--- src/rtl/serial_logical_or.sv ---
// Bit-serial logical OR: accepts two N-bit operands over a valid/ready port,
// scans them W bits per cycle and returns (|a || |b) over a valid/ready port.
//
// state | meaning
// IDLE  | waiting for operands, in_ready high (one cycle after reset release)
// SCAN  | consuming W bits of each operand per cycle into the accumulator
// DONE  | result held on c with out_valid high until out_ready
module serial_logical_or #(
  parameter int N          = 8,
  parameter int W          = 1,
  parameter int EARLY_EXIT = 1
) (
  input  logic         clk,
  input  logic         rst_n,
  input  logic         in_valid,
  output logic         in_ready,
  input  logic [N-1:0] a,
  input  logic [N-1:0] b,
  output logic         out_valid,
  input  logic         out_ready,
  output logic         c,
  output logic         busy
);

  localparam int CHUNKS = N / W;
  localparam int CW     = (CHUNKS > 1) ? $clog2(CHUNKS) : 1;
  localparam logic [CW-1:0] LAST = CW'(CHUNKS - 1);

  if ((N < 1) || (W < 1) || (N % W != 0)) begin : g_bad_params
    $error("serial_logical_or: N must be >= 1 and a multiple of W");
  end

  typedef enum logic [1:0] {
    IDLE = 2'd0,
    SCAN = 2'd1,
    DONE = 2'd2
  } state_t;

  state_t        state;
  logic [N-1:0]  a_sh;
  logic [N-1:0]  b_sh;
  logic          acc;
  logic [CW-1:0] cnt;
  logic          chunk;
  logic          acc_next;
  logic          scan_end;

  // OR of the current low chunk of both operands and the running result
  assign chunk    = (|a_sh[W-1:0]) | (|b_sh[W-1:0]);
  assign acc_next = acc | chunk;
  // Terminal compare happens before any increment, so cnt never wraps
  assign scan_end = (cnt == LAST) || ((EARLY_EXIT != 0) && acc_next);

  // Single FSM with registered handshake outputs
  always_ff @(posedge clk or negedge rst_n) begin
    if (!rst_n) begin
      state     <= IDLE;
      in_ready  <= 1'b0;
      out_valid <= 1'b0;
      c         <= 1'b0;
      busy      <= 1'b0;
      a_sh      <= '0;
      b_sh      <= '0;
      acc       <= 1'b0;
      cnt       <= '0;
    end else begin
      case (state)
        IDLE: begin
          in_ready <= 1'b1;
          if (in_valid && in_ready) begin
            a_sh     <= a;
            b_sh     <= b;
            acc      <= 1'b0;
            cnt      <= '0;
            in_ready <= 1'b0;
            busy     <= 1'b1;
            state    <= SCAN;
          end
        end
        SCAN: begin
          acc  <= acc_next;
          a_sh <= a_sh >> W;
          b_sh <= b_sh >> W;
          if (scan_end) begin
            out_valid <= 1'b1;
            c         <= acc_next;
            state     <= DONE;
          end else begin
            cnt <= cnt + 1'b1;
          end
        end
        DONE: begin
          if (out_ready) begin
            out_valid <= 1'b0;
            c         <= 1'b0;
            in_ready  <= 1'b1;
            busy      <= 1'b0;
            state     <= IDLE;
          end
        end
        default: begin
          state <= IDLE;
        end
      endcase
    end
  end

endmodule

--- config.mk ---
export PLATFORM = sky130hd
export DESIGN_NAME = serial_logical_or
export DESIGN_NICKNAME = d
export VERILOG_FILES = /design/src/rtl/serial_logical_or.sv
export SDC_FILE = /design/constraint.sdc
export NUM_CORES = 1
export LEC_CHECK = 0
export CORE_MARGIN = 2
export CORE_UTILIZATION = 50
export DETAILED_ROUTE_END_ITERATION = 8
export GPL_TIMING_DRIVEN = 0
export PLACE_DENSITY = 0.87
export SLEW_MARGIN = 10
export SYNTH_ARGS = -nofsm -noshare
export SYNTH_HDL_FRONTEND = slang
export SYNTH_SLANG_ARGS = --single-unit
--- constraint.sdc ---
create_clock -name clk -period 3.1 [get_ports clk]
set_input_delay 0.775 -clock clk [delete_from_list [all_inputs] [get_ports clk]]
set_output_delay 0.775 -clock clk [all_outputs]
set_load 0.02 [all_outputs]
* Word-level counts from Yosys, hierarchy flattened *
Cells that the tools add are included.

operators by class
  add/sub/neg operators = 1
  equality and inequality tests = 7
  multiplexer cells = 23
  bitwise gates (word level) = 2
  reduce and logical (&&, ||, !) cells = 12

operators with widths
  kind                                                 number
  case mux 8 bit (2 select lines)                      2
  two-way mux 8 bit                                    2
  AND reduction 3 bit                                  4
  case mux 1 bit (2 select lines)                      5
  != test 2 bit, second input constant                 4
  two-way mux 1 bit                                    7
  two-way mux 2 bit                                    3
  two-way mux 3 bit                                    2
  case mux 2 bit (3 select lines)                      1
  case mux 3 bit (2 select lines)                      1
  nonzero test 2 bit                                   3
  AND reduction 2 bit                                  2
  adder 3 x 1 -> 3 bit, second input constant          1
  equality test 3 bit, second input constant           1
  equality test 2 x 1 -> 1 bit, second input constant  1
  equality test 2 bit, second input constant           1
  zero test 2 bit                                      1
  bitwise OR 1 bit                                     2
  logical AND 1 bit                                    1
  logical OR 1 bit                                     1

storage, ports and cells
  register bits = 26
  input bits = 20
  output and inout bits = 4
  word-level logic and storage cells = 54

* Depth between registers and ports, before layout *
  word-level depth = 5
  gate-level depth with buffers = 6
  mapped depth without buffers = 4

* Worst setup path before layout *
No wires, ideal clock.

  path kind = input -> register
  from = input in_valid
  to = register a_sh[0]
  library setup time = 125 ps
  arrival time = 1391 ps
  data required time = 2975 ps
  slack = 1584 ps
  stages on the path = 5
  buffers on the path = 2
  cells stage by stage = a21oi_2 -> or2_0 -> buf_2 -> buf_6 -> o21ai_1

on the way
  longest elaborated chain between the ends = 3

RTL lines
  what                           RTL line  RTL
  start: declaration             15        input logic in_valid,
  logical AND 1 bit              70        if (in_valid && in_ready) begin
  != test 2 bit (no line)        -
  AND reduction 2 bit (no line)  -
  end signal: assignment         82        a_sh <= a_sh >> W;
  end: declaration               40        logic [N-1:0] a_sh;

Every way passes these cells.
A chain may end at the register's enable or synchronous reset.

* Worst setup path in the final report *
  from = register in_ready
  to = output in_ready

RTL lines
  what                      RTL line  RTL
  start: declaration        16        output logic in_ready,
  start signal: assignment  58        in_ready <= 1'b0;
  start signal: assignment  69        in_ready <= 1'b1;
  start signal: assignment  75        in_ready <= 1'b0;

No word-level cell between the ends.

==> reports/qor.yml <==
crit_path_end_kind: "output pin"
timing.final.crit_share_pct: 70.4
grt_pass1_wl_um: 4030
crit_family: "buffers and inverters"
drive_above_1_share_pct: 11.3
cap_violations: 0
post-route-min-period_ns: 2.18
post-dp-hpwl_um: 1860
skew_ns: 0.00825
start_kind: "flip-flop"
synth_area_sq_um: 1300
syn_inst: 116
grt_antenna_before_repair: 0
dieArea_sq_um: 3020
worst_slack_ns: 0.916
root_buffer: "clkbuf_4"
cpPeakStageDelay_ns: 0.64
drc_errors: 0
num_rows: 18
syn-num-nets: 138
ys_types: 25
ctsHoldBuffers: 0
finalHoldViolations: 0
hp-class: "in2async"
regArea_sq_um: 651
fin_nets: 166
path_buf_inv: 1
status: "completed"
crit_path_max_fanout: 5
setup-violations-final: 0
vias: 968
setup_tns_ns: 0
wl_per_cell_um: 14.4
gp_congestion: 0.749
cts_resized: 0
crit_slowest_cell: "clkdlybuf4s50_1"
coreArea_sq_um: 2480
initial_core_util_pct: 52.3
antenna_left: 0
dr.pass1.iters: 4
clock-sinks: 26
grt_overflow_total: 0
ys_seq_area_share_pct: 50.2
area.growth.synth_to_final_pct: 22.0
die_h_um: 54.9
grt_usage_pct: 19.0
grt_max_degree: 27
cts_inserted_buffers: 3
rsz0062_at_grt: "false"
synth-seq-cells: 26
power_leakage_nw: 0.647
diodes: 0
clock_latency_ns: 0.31
final_cell_mix: "dfrtp_1, o21ai_0, clkdlybuf4s50_1"
multiInputGateArea_sq_um: 559
drt_iter0_drc: 21
path_cells: "clkdlybuf4s50_1"
slew_headroom_pct: 62.5
syn_area_per_cell_sq_um: 11.2
cts_tree: "built"
path_clk_slew_ns: 0.13
cts.path.max_buffers: 2
worst_slew_pin_slew_ns: 0.562
fmax_mhz: 458
cp.arrival_ns: 1.41
clock_tree.htree_level_count: 1
fillCellCount: 213
routed_via_density: 5.63
ir_drop_v: 0.000595
slew_violations: 0
dp_slack_ns: 0.875
die_width_um: 54.9
critPathRequiredTime_ns: 2.32
final_common_cell: "dfrtp_1"
wirelength_um: 2470
numPortBuffers: 23
p_per_area_nw_per_um2: 876
critical_path_class: "reg2out"
ys_warn_count: 0
grt_pass1_vias: 934
ios: 24
cts_setup_buffers: 0
-- synth_stat cells --
master     count  area share [%]
or2_0          1            0.48
a311oi_2       1             1.2
ha_1           2             1.9
o21ba_2        1            0.77
nor3_1         2            0.77
buf_2          1            0.39
nand4bb_2      1             1.3
o21ai_0       23             8.9
a21oi_2        1            0.68
a21oi_1        4             1.5
mux2i_1       17              13
and2b_4        1            0.77
buf_6          2             1.7
nand2b_1       2            0.97
nand2_1        8             2.3
o21ai_1       10             3.9
buf_12         2             3.1
clkbuf_1       3            0.87
nor3_4         1             1.3
or3_4          1            0.87
a22o_1         2             1.4
o31ai_1        1            0.58
o21a_1         1            0.58
dfrtp_1       26              50
inv_1          2            0.58
-- per-stage QoR --
step	cells	utilization (%)	cell area (sq um)	hold WS [ns]	power [mW]
after global routing	172	63.8	1580	0.462	1.49
after floorplan	116	-	1300	0.455	1.06
final	172	63.8	1580	0.433	1.38
after global placement	169	63.1	1560	0.471	1.22
after detailed placement	169	63.1	1560	0.484	1.26
after CTS	172	64.0	1590	0.505	1.40
-- power by group --
group | switching (mW) | total, mW | leakage [nW] | internal [mW]
Sequential | 0.0951 | 0.583 | 0.322 | 0.488
Clock | 0.0913 | 0.137 | 0.0138 | 0.0454
Combinational | 0.336 | 0.665 | 0.311 | 0.329
-- path summary, 6_finish.rpt --
check,from,slack [ns],endpoint,depth (start not counted)
min in group clk,cnt[0],0.50,cnt[0],1
hold reg to reg,cnt[0],0.50,cnt[0],1
max in group asynchronous,rst_n,2.30,cnt[1],1
setup reg to reg,cnt[0],1.66,cnt[1],4
hold / removal,rst_n,0.43,a_sh[6],1
setup / recovery,in_ready,0.92,in_ready,1
-- sequential cells by signal, summed over array words and instances, names as in the netlist --
| register | count |
|---|---|
| a_sh | 8 |
| out_valid | 1 |
| b_sh | 8 |
| cnt | 3 |
| state | 2 |
| busy | 1 |
| acc | 1 |
| c | 1 |
| in_ready | 1 |
-- routing by layer --
layer,GRT usage (%),routed length (um),part of all wire [%],vias to the layer above
met2,32.9,1260,51,28
met3,3.49,155,6.3,2
met5,0,0,0,-
met4,9.35,15,0.61,0
li1,-,-,-,473
met1,22.6,1040,42,465
-- cell type report --
| cell class | count | area share, % |
|---|---|---|
| clock buffers | 3 | 1.42 |
| flip-flops and latches | 26 | 41.1 |
| plain buffers | 8 | 4.98 |
| inverters | 2 | 0.475 |
| well taps | 30 | 2.37 |
| multi-input cells | 80 | 35.4 |
| repair buffers | 23 | 14.2 |
-- cells by family after synthesis --
| family | Yosys count | share of synthesized area (%) |
|---|---|---|
| compound gates | 44 | 19.4 |
| fa+ha+maj | 2 | 1.93 |
| buf+inv | 10 | 6.66 |
| flops | 26 | 50.2 |
| mux | 17 | 13.1 |
| simple gates | 17 | 8.69 |
Power figures use the tool's default switching activity.
